File: src/rtl/calc1_port_driver.sv
// calc1_port_driver: queues host commands and issues them one at a time to a
// single calc1 port (two-cycle request: cmd/op1 then 0/op2), then holds the
// calc1 response until the host takes it.
// Optional build macro CALC1_DRV_TIMEOUT_EN: when defined, a WAIT-state
// down-counter completes a command with resp 2'b11 after TIMEOUT_CYCLES
// cycles without a calc1 response. Without it, WAIT lasts until calc1 answers.
//
// state | meaning
// IDLE  | no command in flight; pops the FIFO head when one is queued
// SEND1 | req_cmd_out/req_data_out show cmd/op1 (all zero for cmd 0)
// SEND2 | req_cmd_out/req_data_out show 0/op2
// WAIT  | waiting for a non-zero out_resp from calc1
// HOLD  | rsp_* valid and stable until rsp_ready
module calc1_port_driver #(
  parameter int FIFO_DEPTH     = 4,
  parameter int TIMEOUT_CYCLES = 64
) (
  input  logic        c_clk,
  input  logic        reset,
  input  logic        host_valid,
  output logic        host_ready,
  input  logic [3:0]  host_cmd,
  input  logic [31:0] host_op1,
  input  logic [31:0] host_op2,
  input  logic [1:0]  host_tag,
  output logic [3:0]  req_cmd_out,
  output logic [31:0] req_data_out,
  input  logic [1:0]  out_resp,
  input  logic [31:0] out_data,
  output logic        rsp_valid,
  input  logic        rsp_ready,
  output logic [1:0]  rsp_resp,
  output logic [31:0] rsp_data,
  output logic [1:0]  rsp_tag,
  output logic        busy,
  output logic        err_spurious
);

  localparam int AW = (FIFO_DEPTH > 1) ? $clog2(FIFO_DEPTH) : 1;
  localparam int EW = 4 + 32 + 32 + 2;
  localparam logic [AW:0] FULL_CNT = (AW + 1)'(FIFO_DEPTH);

  localparam logic [2:0] ST_IDLE  = 3'd0;
  localparam logic [2:0] ST_SEND1 = 3'd1;
  localparam logic [2:0] ST_SEND2 = 3'd2;
  localparam logic [2:0] ST_WAIT  = 3'd3;
  localparam logic [2:0] ST_HOLD  = 3'd4;

  logic [2:0]    state;
  logic [EW-1:0] fifo_mem [FIFO_DEPTH];
  logic [AW-1:0] wr_ptr, rd_ptr;
  logic [AW:0]   fifo_cnt, fifo_cnt_nxt;
  logic          fifo_push, fifo_pop;
  logic [3:0]    rd_cmd;
  logic [31:0]   rd_op1, rd_op2;
  logic [1:0]    rd_tag;
  logic [3:0]    cur_cmd;
  logic [31:0]   cur_op2;
  logic [1:0]    cur_tag;
  logic          wait_expired;

  assign fifo_push = host_valid && host_ready;
  assign fifo_pop  = (state == ST_IDLE) && (fifo_cnt != '0);
  assign {rd_cmd, rd_op1, rd_op2, rd_tag} = fifo_mem[rd_ptr];
  assign busy = (state != ST_IDLE) || (fifo_cnt != '0);

  // next FIFO occupancy from this cycle's push/pop
  always_comb begin
    fifo_cnt_nxt = fifo_cnt;
    if (fifo_push && !fifo_pop)
      fifo_cnt_nxt = fifo_cnt + 1'b1;
    else if (!fifo_push && fifo_pop)
      fifo_cnt_nxt = fifo_cnt - 1'b1;
  end

  // FIFO storage; contents need no reset since occupancy gates every read
  always_ff @(posedge c_clk) begin
    if (fifo_push)
      fifo_mem[wr_ptr] <= {host_cmd, host_op1, host_op2, host_tag};
  end

  // FIFO pointers and occupancy; host_ready is registered from the next
  // occupancy so it reflects "not full" at the start of each cycle
  always_ff @(posedge c_clk) begin
    if (!reset) begin
      wr_ptr     <= '0;
      rd_ptr     <= '0;
      fifo_cnt   <= '0;
      host_ready <= 1'b0;
    end else begin
      if (fifo_push) wr_ptr <= wr_ptr + 1'b1;
      if (fifo_pop)  rd_ptr <= rd_ptr + 1'b1;
      fifo_cnt   <= fifo_cnt_nxt;
      host_ready <= (fifo_cnt_nxt != FULL_CNT);
    end
  end

`ifdef CALC1_DRV_TIMEOUT_EN
  localparam int TW = $clog2(TIMEOUT_CYCLES + 1);
  logic [TW-1:0] wait_tmr;

  // WAIT timer: loaded on the way into WAIT, terminal count on the last allowed cycle
  always_ff @(posedge c_clk) begin
    if (!reset)
      wait_tmr <= '0;
    else if (state == ST_SEND2)
      wait_tmr <= TW'(TIMEOUT_CYCLES - 1);
    else if (state == ST_WAIT && wait_tmr != '0)
      wait_tmr <= wait_tmr - 1'b1;
  end

  assign wait_expired = (wait_tmr == '0);
`else
  assign wait_expired = 1'b0;
`endif

  // command sequencer: calc1 request drive, response capture, spurious detect
  always_ff @(posedge c_clk) begin
    if (!reset) begin
      state        <= ST_IDLE;
      req_cmd_out  <= '0;
      req_data_out <= '0;
      rsp_valid    <= 1'b0;
      rsp_resp     <= '0;
      rsp_data     <= '0;
      rsp_tag      <= '0;
      cur_cmd      <= '0;
      cur_op2      <= '0;
      cur_tag      <= '0;
      err_spurious <= 1'b0;
    end else begin
      req_cmd_out  <= '0;
      req_data_out <= '0;
      if (out_resp != 2'b00 && state != ST_WAIT)
        err_spurious <= 1'b1;
      case (state)
        ST_IDLE: begin
          if (fifo_pop) begin
            cur_cmd <= rd_cmd;
            cur_op2 <= rd_op2;
            cur_tag <= rd_tag;
            state   <= ST_SEND1;
            // cmd 0 never reaches calc1: SEND1 is spent with the port idle
            if (rd_cmd != 4'd0) begin
              req_cmd_out  <= rd_cmd;
              req_data_out <= rd_op1;
            end
          end
        end
        ST_SEND1: begin
          if (cur_cmd == 4'd0) begin
            state     <= ST_HOLD;
            rsp_valid <= 1'b1;
            rsp_resp  <= 2'b10;
            rsp_data  <= '0;
            rsp_tag   <= cur_tag;
          end else begin
            state        <= ST_SEND2;
            req_data_out <= cur_op2;
          end
        end
        ST_SEND2: state <= ST_WAIT;
        ST_WAIT: begin
          if (out_resp != 2'b00) begin
            state     <= ST_HOLD;
            rsp_valid <= 1'b1;
            rsp_resp  <= out_resp;
            rsp_data  <= out_data;
            rsp_tag   <= cur_tag;
          end else if (wait_expired) begin
            state     <= ST_HOLD;
            rsp_valid <= 1'b1;
            rsp_resp  <= 2'b11;
            rsp_data  <= '0;
            rsp_tag   <= cur_tag;
          end
        end
        ST_HOLD: begin
          if (rsp_ready) begin
            state     <= ST_IDLE;
            rsp_valid <= 1'b0;
          end
        end
        default: state <= ST_IDLE;
      endcase
    end
  end

endmodule

File: config.mk
export PLATFORM = sky130hd
export DESIGN_NAME = calc1_port_driver
export DESIGN_NICKNAME = d
export VERILOG_FILES = /design/src/rtl/calc1_port_driver.sv
export SDC_FILE = /design/constraint.sdc
export NUM_CORES = 1
export LEC_CHECK = 0
export BUFFER_PORTS_ARGS = -buffer_cell sky130_fd_sc_hd__buf_2
export CAP_MARGIN = 20
export CORE_MARGIN = 2
export CORE_UTILIZATION = 50
export CTS_CLUSTER_SIZE = 30
export DETAILED_ROUTE_END_ITERATION = 10
export PLACE_DENSITY = 0.8
export SLEW_MARGIN = 20
export SYNTH_ARGS = -nofsm -noshare
export SYNTH_HDL_FRONTEND = slang
export SYNTH_SLANG_ARGS = --single-unit
File: constraint.sdc
create_clock -name c_clk -period 3.7 [get_ports c_clk]
set_input_delay 0.74 -clock c_clk [delete_from_list [all_inputs] [get_ports c_clk]]
set_output_delay 0.74 -clock c_clk [all_outputs]
set_load 0.005 [all_outputs]
==> results.toml <==
[clocking]
cts_setup_buffers = 0
ctsLongestPathBuffers = 3
postCtsResizedCells = 0
cts.reportedPaths.clkPinSlew_ns = 0.06
cts_tree = "built"
clock_latency_ns = 0.53
numCtsBuffers = 40
cts.sinks = 405
cts_hold_buf = 0
cts_root_buffer = "clkbuf_16"
h-tree-depth = 2

[placement]
io_buffers = 183
placed_area_sq_um = 16000
dp_cells = 1402
detailedPlacementHpwl_mm = 18.6
gp_congestion = 0.799

[timing]
maxSlewHeadroom_pct = 35.1
fin_crit_ns = 2.81
skew_ns = 0.0147
period_share_pct = 75.8
maxSlewViolCount = 0
max_slew.worst_pin.slew_ns = 0.974
rsz0062_at_grt = "no"
finalSetupViolCount = 0
fmax_ghz = 0.356
hold_violations = 0
final.setup.tns_ns = 0

[worst_setup_path]
r2r_cells = 5
worst-r2r-setup-slack_ns = 1.24
cp-start-kind = "register"
cpMaxStageDelayCell = "dfxtp_1"
cp-end-kind = "output pin"
cp_top_family = "simple AND/OR/NAND/NOR gates"
cp.arrival_ns = 2.07
crit_path_end = "busy"
path_buf_inv = 2
rr_endpoint = "req_data_out[24]"
cp_cell_sequence = "buf_4 > nor3_2 > nand2_1 > buf_2"
startpoint = "state[1]"
max_stage_delay_ns = 0.45
crit_type = "reg -> out"
cp.depth = 4
crit_path_max_fanout = 29
critPathRequiredTime_ns = 2.96

[layout]
fin_nets = 1175
layout_commonest_cell = "edfxtp_1"
final_cells = 1481
drive_above_1_share_pct = 32.1
final_area_sq_um = 17400
most-common-layout-cells = "280 x edfxtp_1, 183 x buf_2, 123 x dfxtp_1, 80 x nand2_1, 78 x a21oi_1"
area_growth_pct = 18.4
n_fill_cell = 2108

[global_route]
grt_overflow = 0
use_met3_pct = 4.70
grt_pass1_vias = 8454
grt_pass1_wl_mm = 47.3
top_usage_layer = "met2"
grtUsageMet2_pct = 34.0
antenna_found_initial = 10
gr-usage-met1_pct = 26.2
grt_max_degree = 86
gr-usage-all-layers_pct = 20.0

[logic_synthesis]
syn_nets = 997
ys_seq_elements = 405
seq_area_frac_synth_pct = 74.2
synthCells = 882
synth_edf_count = 280
async_flop_share_pct = 0
ys.flop_type = "edfxtp_1"
syn-mean-instance-area_sq_um = 16.7
ys_warn_count = 0
ys_types = 45
syn_area_sq_um = 14700

[drt]
post-route-drc-count = 0
routed_wl_mm = 31.0
vias_per_cell = 5.70
antenna_left = 0
drtIter0Drc = 733
dr.pass1.iters = 5
wire_per_inst_microns = 20.9
via_count = 8440

[worst_hold_path]
min_path_type = "in -> reg"

[die]
start_util_pct = 51.0
die_h_microns = 176
die_w_microns = 176
ios = 184
design.core.area_sq_um = 28900
rows = 62
dieArea_sq_um = 30800

[power]
p_per_area_nw_per_um2 = 757
vdd_drop_max_mv = 0.420
power.leakage_nw = 6.13

[run_status]
status = "finished, final reports clean"

[run]
drv_cap = 0
[synth_stat cells, types with 3 or more instances]
library cell  instances  area (sq um)
a21oi_1              78           390
a22o_1               32           280
and3_1                9          56.3
buf_2                11          55.1
buf_6                 4          45.0
clkbuf_1             47           176
dfxtp_1             125          2500
edfxtp_1            280          8410
ha_1                  7          87.6
inv_1                 7          26.3
mux4_2               70          1580
nand2_1              81           304
nand2b_1              4          25.0
nand3_1               7          35.0
nand4_1              32           200
nor2_1               11          41.3
nor3_1                3          15.0
nor4_2                3          37.5
o21ai_0              37           185
[sequential cells by signal, indices dropped and copies added (netlist names), named ones only]
name / cells
req_cmd_out: 4
req_data_out: 32
rd_ptr: 2
rsp_resp: 2
cur_cmd: 4
cur_op2: 32
rsp_tag: 2
state: 3
err_spurious: 1
rsp_valid: 1
rsp_data: 32
fifo_cnt: 3
host_ready: 1
wr_ptr: 2
cur_tag: 2
fifo_mem: 280
[metal layers]
| layer | routed length (microns) | up-vias |
|---|---|---|
| met5 | 34 | - |
| met4 | 594 | 6 |
| met3 | 2600 | 55 |
| met2 | 15300 | 352 |
| met1 | 12500 | 4217 |
| li1 | - | 3810 |
[worst reg2reg max path, delay by kind of cell (launching register included)]
family                 cells  cell delay [ns]
AOI/OAI and AO/OA          1             0.29
and+or+nand+nor            2             0.49
buffers and inverters      1             0.28
muxes                      1             0.62
DFF                        1             0.67
[worst min path at each step]
stage / from / to / cells after the start
2_1_floorplan: cur_op2[24] / cur_op2[24] / 2
3_3_place_gp: cur_op2[17] / cur_op2[17] / 2
3_5_place_dp: cur_op2[7] / cur_op2[7] / 2
4_1_cts: host_op1[25] / fifo_mem[3][59] / 1
5_1_grt: host_op2[22] / fifo_mem[2][24] / 1
6_report: host_op2[22] / fifo_mem[0][24] / 1
[cells by family after synthesis]
family	share of synthesized area, %
buf+inv	2.08
simple gates	5.65
flops	74.2
fa+ha+maj	0.595
mux	10.7
xor+xnor	0.179
compound gates	6.61
[area by class of cell]
class / count / area [sq um] / share of cell area [%]
diodes: 5 / 12.5 / 0.0718
inverters: 7 / 27.5 / 0.158
multi-input cells: 407 / 3550 / 20.4
repair buffers: 199 / 1070 / 6.16
well taps: 384 / 480 / 2.76
clock inverters: 18 / 198 / 1.13
flip-flops and latches: 405 / 10900 / 62.7
clock buffers: 56 / 1160 / 6.68
[through the flow]
step | total power [W] | utilization [%] | hold WS (ns) | worst slack [ns]
2_1_floorplan | 0.00811 | - | 0.436 | 0.830
3_3_place_gp | 0.00905 | 55.6 | 0.444 | 1.22
3_5_place_dp | 0.00915 | 55.6 | 0.451 | 1.21
4_1_cts | 0.0133 | 60.3 | 0.404 | 0.859
5_1_grt | 0.0138 | 60.3 | 0.401 | 0.734
6_report | 0.0132 | 60.4 | 0.418 | 0.894
[report_power, final]
| group | internal, W | total, W | switching [W] |
|---|---|---|---|
| combinational | 0.00123 | 0.00300 | 0.00177 |
| clock | 0.00248 | 0.00415 | 0.00166 |
| sequential | 0.00561 | 0.00603 | 0.000425 |
| total | 0.00932 | 0.0132 | 0.00386 |
Note: power is estimated with default switching activity, not from simulation.
